File: src/rtl/tetris_pkg.sv
// Shared board geometry, clear-FSM state encoding and a row-extract helper.
// Ports: none (package).
// Row r of a board vector occupies bits [COLS*r +: COLS]; row 0 is the top.
package tetris_pkg;

  localparam int COLS      = 10;
  localparam int ROWS      = 20;
  localparam int BOARD_W   = ROWS * COLS;
  localparam int ROW_IDX_W = $clog2(ROWS);

  typedef enum logic [1:0] {
    IDLE = 2'd0,
    SCAN = 2'd1,
    DONE = 2'd2
  } clear_state_t;

  function automatic logic [COLS-1:0] row_bits(input logic [BOARD_W-1:0]   board,
                                               input logic [ROW_IDX_W-1:0] r);
    return board[COLS*r +: COLS];
  endfunction

endpackage

File: src/rtl/row_shift.sv
// Removes one row from a board and drops every row above it down by one.
// Ports: work_i (board), row_idx_i (row to remove) -> board_o (compacted board).
// Purely combinational; row 0 of the result is always empty.
module row_shift #(
  parameter int COLS  = 10,
  parameter int ROWS  = 20,
  parameter int IDX_W = $clog2(ROWS)
) (
  input  logic [ROWS*COLS-1:0] work_i,
  input  logic [IDX_W-1:0]     row_idx_i,
  output logic [ROWS*COLS-1:0] board_o
);

  always_comb begin
    board_o = work_i;
    for (int r = 0; r < ROWS; r++) begin
      if (r == 0) begin
        board_o[0 +: COLS] = '0;
      end else if (r <= int'(row_idx_i)) begin
        // Rows at or above the removed one take the content of the row above.
        board_o[COLS*r +: COLS] = work_i[COLS*(r-1) +: COLS];
      end
    end
  end

endmodule

File: src/rtl/row_clearer.sv
// Snapshots the locked board, removes full rows bottom-up one per cycle, and
// reports the compacted board, lines cleared, saturating line total and overflow.
// Ports: clk/resetn, run (pause), start pulse, board_in -> busy, done, board_out,
// lines_cleared, lines_total, overflow.  Latency start->done = 1 + ROWS + lines.
module row_clearer #(
  parameter int COLS       = 10,
  parameter int ROWS       = 20,
  parameter int LINE_W     = 5,
  parameter int TOTAL_W    = 16,
  parameter int SPAWN_ROWS = 2
) (
  input  logic                 clk,
  input  logic                 resetn,
  input  logic                 run,
  input  logic                 start,
  input  logic [ROWS*COLS-1:0] board_in,
  output logic                 busy,
  output logic                 done,
  output logic [ROWS*COLS-1:0] board_out,
  output logic [LINE_W-1:0]    lines_cleared,
  output logic [TOTAL_W-1:0]   lines_total,
  output logic                 overflow
);

  import tetris_pkg::*;

  localparam int BW    = ROWS * COLS;
  localparam int IDX_W = $clog2(ROWS);

  // The per-clear count can reach ROWS, so LINE_W must hold ROWS.
  if (LINE_W < $clog2(ROWS + 1)) begin : g_line_w_check
    $error("row_clearer: LINE_W too narrow to hold ROWS");
  end

  clear_state_t       state_q, state_d;
  logic [BW-1:0]      work_q, work_d;
  logic [IDX_W-1:0]   row_idx_q, row_idx_d;
  logic [LINE_W-1:0]  lines_q, lines_d;
  logic [BW-1:0]      board_out_q, board_out_d;
  logic [LINE_W-1:0]  lines_cleared_q, lines_cleared_d;
  logic [TOTAL_W-1:0] lines_total_q, lines_total_d;
  logic               overflow_q, overflow_d;
  logic               done_q, done_d;

  logic [BW-1:0]      shifted;
  logic               row_full;
  logic [TOTAL_W:0]   total_sum;

  row_shift #(
    .COLS  (COLS),
    .ROWS  (ROWS),
    .IDX_W (IDX_W)
  ) u_row_shift (
    .work_i    (work_q),
    .row_idx_i (row_idx_q),
    .board_o   (shifted)
  );

  assign row_full  = &work_q[COLS*row_idx_q +: COLS];
  // One extra bit catches the carry so the total can saturate instead of wrap.
  assign total_sum = {1'b0, lines_total_q} + (TOTAL_W+1)'(lines_q);

  always_comb begin
    state_d         = state_q;
    work_d          = work_q;
    row_idx_d       = row_idx_q;
    lines_d         = lines_q;
    board_out_d     = board_out_q;
    lines_cleared_d = lines_cleared_q;
    lines_total_d   = lines_total_q;
    overflow_d      = overflow_q;
    done_d          = 1'b0;

    // run = 0 freezes everything; done is a pulse so it simply stays low.
    if (run) begin
      unique case (state_q)
        IDLE: begin
          if (start) begin
            work_d    = board_in;
            row_idx_d = IDX_W'(ROWS - 1);
            lines_d   = '0;
            state_d   = SCAN;
          end
        end
        SCAN: begin
          if (row_full) begin
            // Index stays put: the row that dropped in is checked next cycle.
            work_d  = shifted;
            lines_d = lines_q + LINE_W'(1);
          end else if (row_idx_q == '0) begin
            state_d = DONE;
          end else begin
            row_idx_d = row_idx_q - IDX_W'(1);
          end
        end
        DONE: begin
          done_d          = 1'b1;
          board_out_d     = work_q;
          lines_cleared_d = lines_q;
          lines_total_d   = total_sum[TOTAL_W] ? '1 : total_sum[TOTAL_W-1:0];
          overflow_d      = |work_q[SPAWN_ROWS*COLS-1:0];
          state_d         = IDLE;
        end
        default: state_d = IDLE;
      endcase
    end
  end

  always_ff @(posedge clk or negedge resetn) begin
    if (!resetn) begin
      state_q         <= IDLE;
      work_q          <= '0;
      row_idx_q       <= '0;
      lines_q         <= '0;
      board_out_q     <= '0;
      lines_cleared_q <= '0;
      lines_total_q   <= '0;
      overflow_q      <= 1'b0;
      done_q          <= 1'b0;
    end else begin
      state_q         <= state_d;
      work_q          <= work_d;
      row_idx_q       <= row_idx_d;
      lines_q         <= lines_d;
      board_out_q     <= board_out_d;
      lines_cleared_q <= lines_cleared_d;
      lines_total_q   <= lines_total_d;
      overflow_q      <= overflow_d;
      done_q          <= done_d;
    end
  end

  assign busy          = (state_q != IDLE);
  assign done          = done_q;
  assign board_out     = board_out_q;
  assign lines_cleared = lines_cleared_q;
  assign lines_total   = lines_total_q;
  assign overflow      = overflow_q;

endmodule

File: config.mk
export PLATFORM = sky130hd
export DESIGN_NAME = row_clearer
export DESIGN_NICKNAME = d
export VERILOG_FILES = /design/src/rtl/tetris_pkg.sv /design/src/rtl/row_shift.sv /design/src/rtl/row_clearer.sv
export SDC_FILE = /design/constraint.sdc
export NUM_CORES = 1
export LEC_CHECK = 0
export CAP_MARGIN = 20
export CORE_MARGIN = 5
export CORE_UTILIZATION = 53
export CTS_CLUSTER_DIAMETER = 150
export DETAILED_ROUTE_END_ITERATION = 12
export GPL_TIMING_DRIVEN = 0
export PLACE_DENSITY = 0.86
export SYNTH_ARGS = -nofsm -noshare
export SYNTH_HDL_FRONTEND = slang
export SYNTH_HIERARCHICAL = 1
export SYNTH_SLANG_ARGS = --single-unit
File: constraint.sdc
create_clock -name clk -period 3.1 [get_ports clk]
set_input_delay 0.93 -clock clk [delete_from_list [all_inputs] [get_ports clk]]
set_output_delay 0.93 -clock clk [all_outputs]
set_load 0.02 [all_outputs]
==> run summary <==
• all-layer global routing usage: 30.81%
• critical setup path kind: reg2reg
• cts-stage hold buffer count: 0
• clock-pin slew of the registers on the worst-case setup and hold paths: 0.06 ns
• Max-Slew Margin vs Limit: 19.86%
• cell types with the highest counts after synthesis: nand2_1, dfrtp_1, mux2_2
• ratio of total power to cell area: 833.7 nW/um2
• Period Utilization, post-route: 98.25%
• total vias in the final route: 19,810
• final core area utilization: 69.09%
• most frequent cell after synthesis: nand2_1
• portion of the post-synthesis area used by sequential elements: 47.36%
• number of buffers inserted during clock tree synthesis: 46
• number of endpoints with negative hold slack in the final report: 0
• class of the tightest hold or removal check: in2async
• top cells by area in the synthesized netlist: dfrtp_1, nand2_1, mux2_2, mux2_4, mux2_1
• clock net sink count: 435
• area added between synthesis and finish: 29.21%
• worst-skew pair later-pin latency: 0.60 ns
• vias in the first global route: 20,600
• H-tree level count: 2
• per-cell routed wire length: 20.81 um
• first-pass GRT wire length: 116,200 um
• worst path arrival time: 3.51 ns
• R2R cell count: 11
• leakage dissipation: 14.68 nW
• largest fanout on the critical path: 10
• global route overflow: 0
• CTS tree: done
• mean number of vias per cell: 5.522
• total wire length: 74,660 um
• post-synthesis async set-or-reset flop share: 100.0%
• Design Area, Final: 29,700 um2
• leading area contributor after synthesis: dfrtp_1
• maximum ir drop on the vdd rail: 454.6 uV
• starting density of the core: 53.47%
• Worst Tran Pin Value: 1.202 ns
• setup slack, reg-to-reg: 0.05 ns
• Final ANT Viol Nets: 0
• YS warnings: 6
• fraction of layout instances using a drive strength above 1: 16.47%
• FP Rows: 76
• achievable frequency: 0.3283 GHz
• number of enable flip-flop cells after synthesis: 0
• number of unique standard cell types used by synthesis: 65
• final-report setup violation count: 0
• dominant synthesized flop cell: dfrtp_1
• r2r endpoint: work_q[66]$_DFFE_PN0P_
• Placement Cell Area: 28,140 um2
• Worst setup startpoint: row_idx_q[0]$_DFFE_PN0P_
• DRC violation count after routing: 0
• number of input and output port buffers inserted: 427
• Setup WS post-layout: 0.05429 ns
• Mapped Area: 22,980 um2
• Max Buffers Root-to-Sink: 3
• maximum number of pins on one net before global-route repair: 116
• routability congestion estimate from global placement: 0.8939
• run status: finished, final reports clean
• CORE AREA: 42,980 um2
• Max-cap violations: 0
• Setup crit end: work_q[66]$_DFFE_PN0P_
• post-route clock skew: 0.02433 ns
• starting DRC count in detailed routing: 1,609
• number of fillers in the final layout: 3,256
• chip width: 218.2 um
• Die Height: 218.2 um
• CP startpoint kind: flip-flop
• number of placed I/O pins: 428
• pre-CTS setup slack: -0.6455 ns
• gate count after technology mapping: 2,476
• max-slew violation total from the final report: 0
• Total Die Area: 47,630 um2
• detailed-router iteration count before antenna repair: 7
• antenna violations before repair: 8
• fraction of synthesized cell area taken by the top area cell type: 47.36%
• RSZ-0062 raised after global routing: false
• final critical path time including I/O delays and setup: 3.046 ns
• Data required, critical path: 3.56 ns
• CP endpoint kind: flip-flop
• fin nets: 3,178
• flops & latches, synth: 435
• root cell of the clock tree: clkbuf_16
• mean cell area of the mapped netlist: 9.282 um2
• start of the worst register-to-register path: row_idx_q[0]$_DFFE_PN0P_
• HPWL after detailed placement: 55,350 um
-- stage by stage --
stage          TNS (ns)  std cells  total power, mW  hold slack (ns)
3_5_place_dp    -179.24       3501            19.07           0.4626
5_1_grt               0       3585            26.13           0.3008
2_1_floorplan         0       2485            15.64           0.4731
3_3_place_gp   -7807.01       3497            18.57           0.4589
4_1_cts               0       3584            24.63           0.2718
6_report              0       3588            24.76           0.2826
-- worst min path at each step --
stage,startpoint,end
after global placement,board_out[162]$_DFFE_PN0P_,board_out[162]$_DFFE_PN0P_
after global routing,resetn,board_out[53]$_DFFE_PN0P_
final,resetn,board_out[53]$_DFFE_PN0P_
after floorplan,work_q[199]$_DFFE_PN0P_,board_out[199]$_DFFE_PN0P_
after CTS,resetn,board_out[51]$_DFFE_PN0P_
after detailed placement,board_out[144]$_DFFE_PN0P_,board_out[144]$_DFFE_PN0P_
-- power breakdown --
part / switching, mW / total [mW] / internal [mW]
sequential: 2.26 / 9.43 / 7.16
clock: 2.33 / 5.44 / 3.11
combinational: 4.90 / 9.89 / 4.98
-- cells by family (layout without fill, tap and decap cells) --
family / count (synthesis) / in the layout / share of synthesized area [%]
AND/OR/NAND/NOR: 1391 / 1391 / 24.05
AO/OA/AOI/OAI: 74 / 74 / 2.744
buffers and inverters: 154 / 668 / 3.462
adder cells (fa/ha/maj): 9 / 9 / 0.5226
flip-flops: 435 / 435 / 47.36
multiplexers: 404 / 404 / 21.54
other: 1 / 14 / 0.01632
XOR/XNOR: 8 / 8 / 0.3049
-- layer usage --
| layer | GRT usage [%] | part of all wire (%) |
|---|---|---|
| met1 | 39.91 | 40 |
| met2 | 50.86 | 48 |
| met3 | 7.369 | 8.1 |
| met4 | 11.14 | 3.9 |
| met5 | 0 | 0.028 |
-- repair_timing --
action                     4_1_cts  5_1_grt
setup endpoints to repair      292      165
cloned                           0        0
setup buffers                    2        1
pin swaps                        0        1
resized for setup               11        9
-- worst max-delay path: stages, from the launching register on --
cell      delay [ns]
dfrtp_2         0.42
buf_4           0.16
or2_2           0.10
clkbuf_1        0.31
o22ai_1         0.15
nor4_1          0.49
a21oi_1         0.13
a41oi_2         0.30
nor2_4          0.12
buf_8           0.23
buf_6           0.17
mux2_4          0.31
-- state kept, by name, summed over array words and instances, names as in the netlist --
name,flops
lines_q,5
work_q,200
lines_total,16
row_idx_q,5
lines_cleared,5
state_q,2
done,1
overflow,1
board_out,200
-- cells in the final DEF, fill, tap and decap left out, types with 5 or more instances in the layout --
| master | Yosys | routed |
|---|---|---|
| mux2_2 | 236 | 236 |
| nand4_1 | 43 | 43 |
| clkbuf_8 | 0 | 12 |
| mux2i_1 | 6 | 6 |
| nand3_1 | 15 | 15 |
| mux2_4 | 100 | 100 |
| o21ai_0 | 11 | 10 |
| a31oi_1 | 5 | 5 |
| buf_6 | 20 | 19 |
| clkdlybuf4s50_1 | 0 | 426 |
| buf_4 | 13 | 16 |
| dfrtp_1 | 435 | 433 |
| clkbuf_1 | 93 | 102 |
| buf_1 | 5 | 5 |
| clkbuf_16 | 0 | 46 |
| xnor2_1 | 5 | 5 |
| o211ai_1 | 6 | 6 |
| inv_1 | 8 | 8 |
| nor3_1 | 5 | 5 |
| nor2b_1 | 10 | 10 |
| ha_1 | 8 | 8 |
| conb_1 | 1 | 10 |
| a21o_1 | 6 | 6 |
| nor2_1 | 24 | 23 |
| buf_2 | 15 | 12 |
| a21oi_1 | 7 | 7 |
| mux2_1 | 59 | 59 |
| clkinv_2 | 0 | 7 |
| nand2_1 | 1254 | 1254 |
| nor4_1 | 8 | 8 |
-- final cells by class --
type                       instances  area, um2  area share [%]
multi-input combinational       1896      11380           38.32
sequential                       435      10890           36.66
timing repair buffer             434       4412           14.86
clock buffer                      70       1361           4.584
buffer                           144      778.2           2.621
tap                              585      732.0           2.465
clock inverter                    12      106.4          0.3581
inverter                           8      30.03          0.1011
antenna                            4      10.01         0.03371
Note: power is estimated with default switching activity, not from simulation.
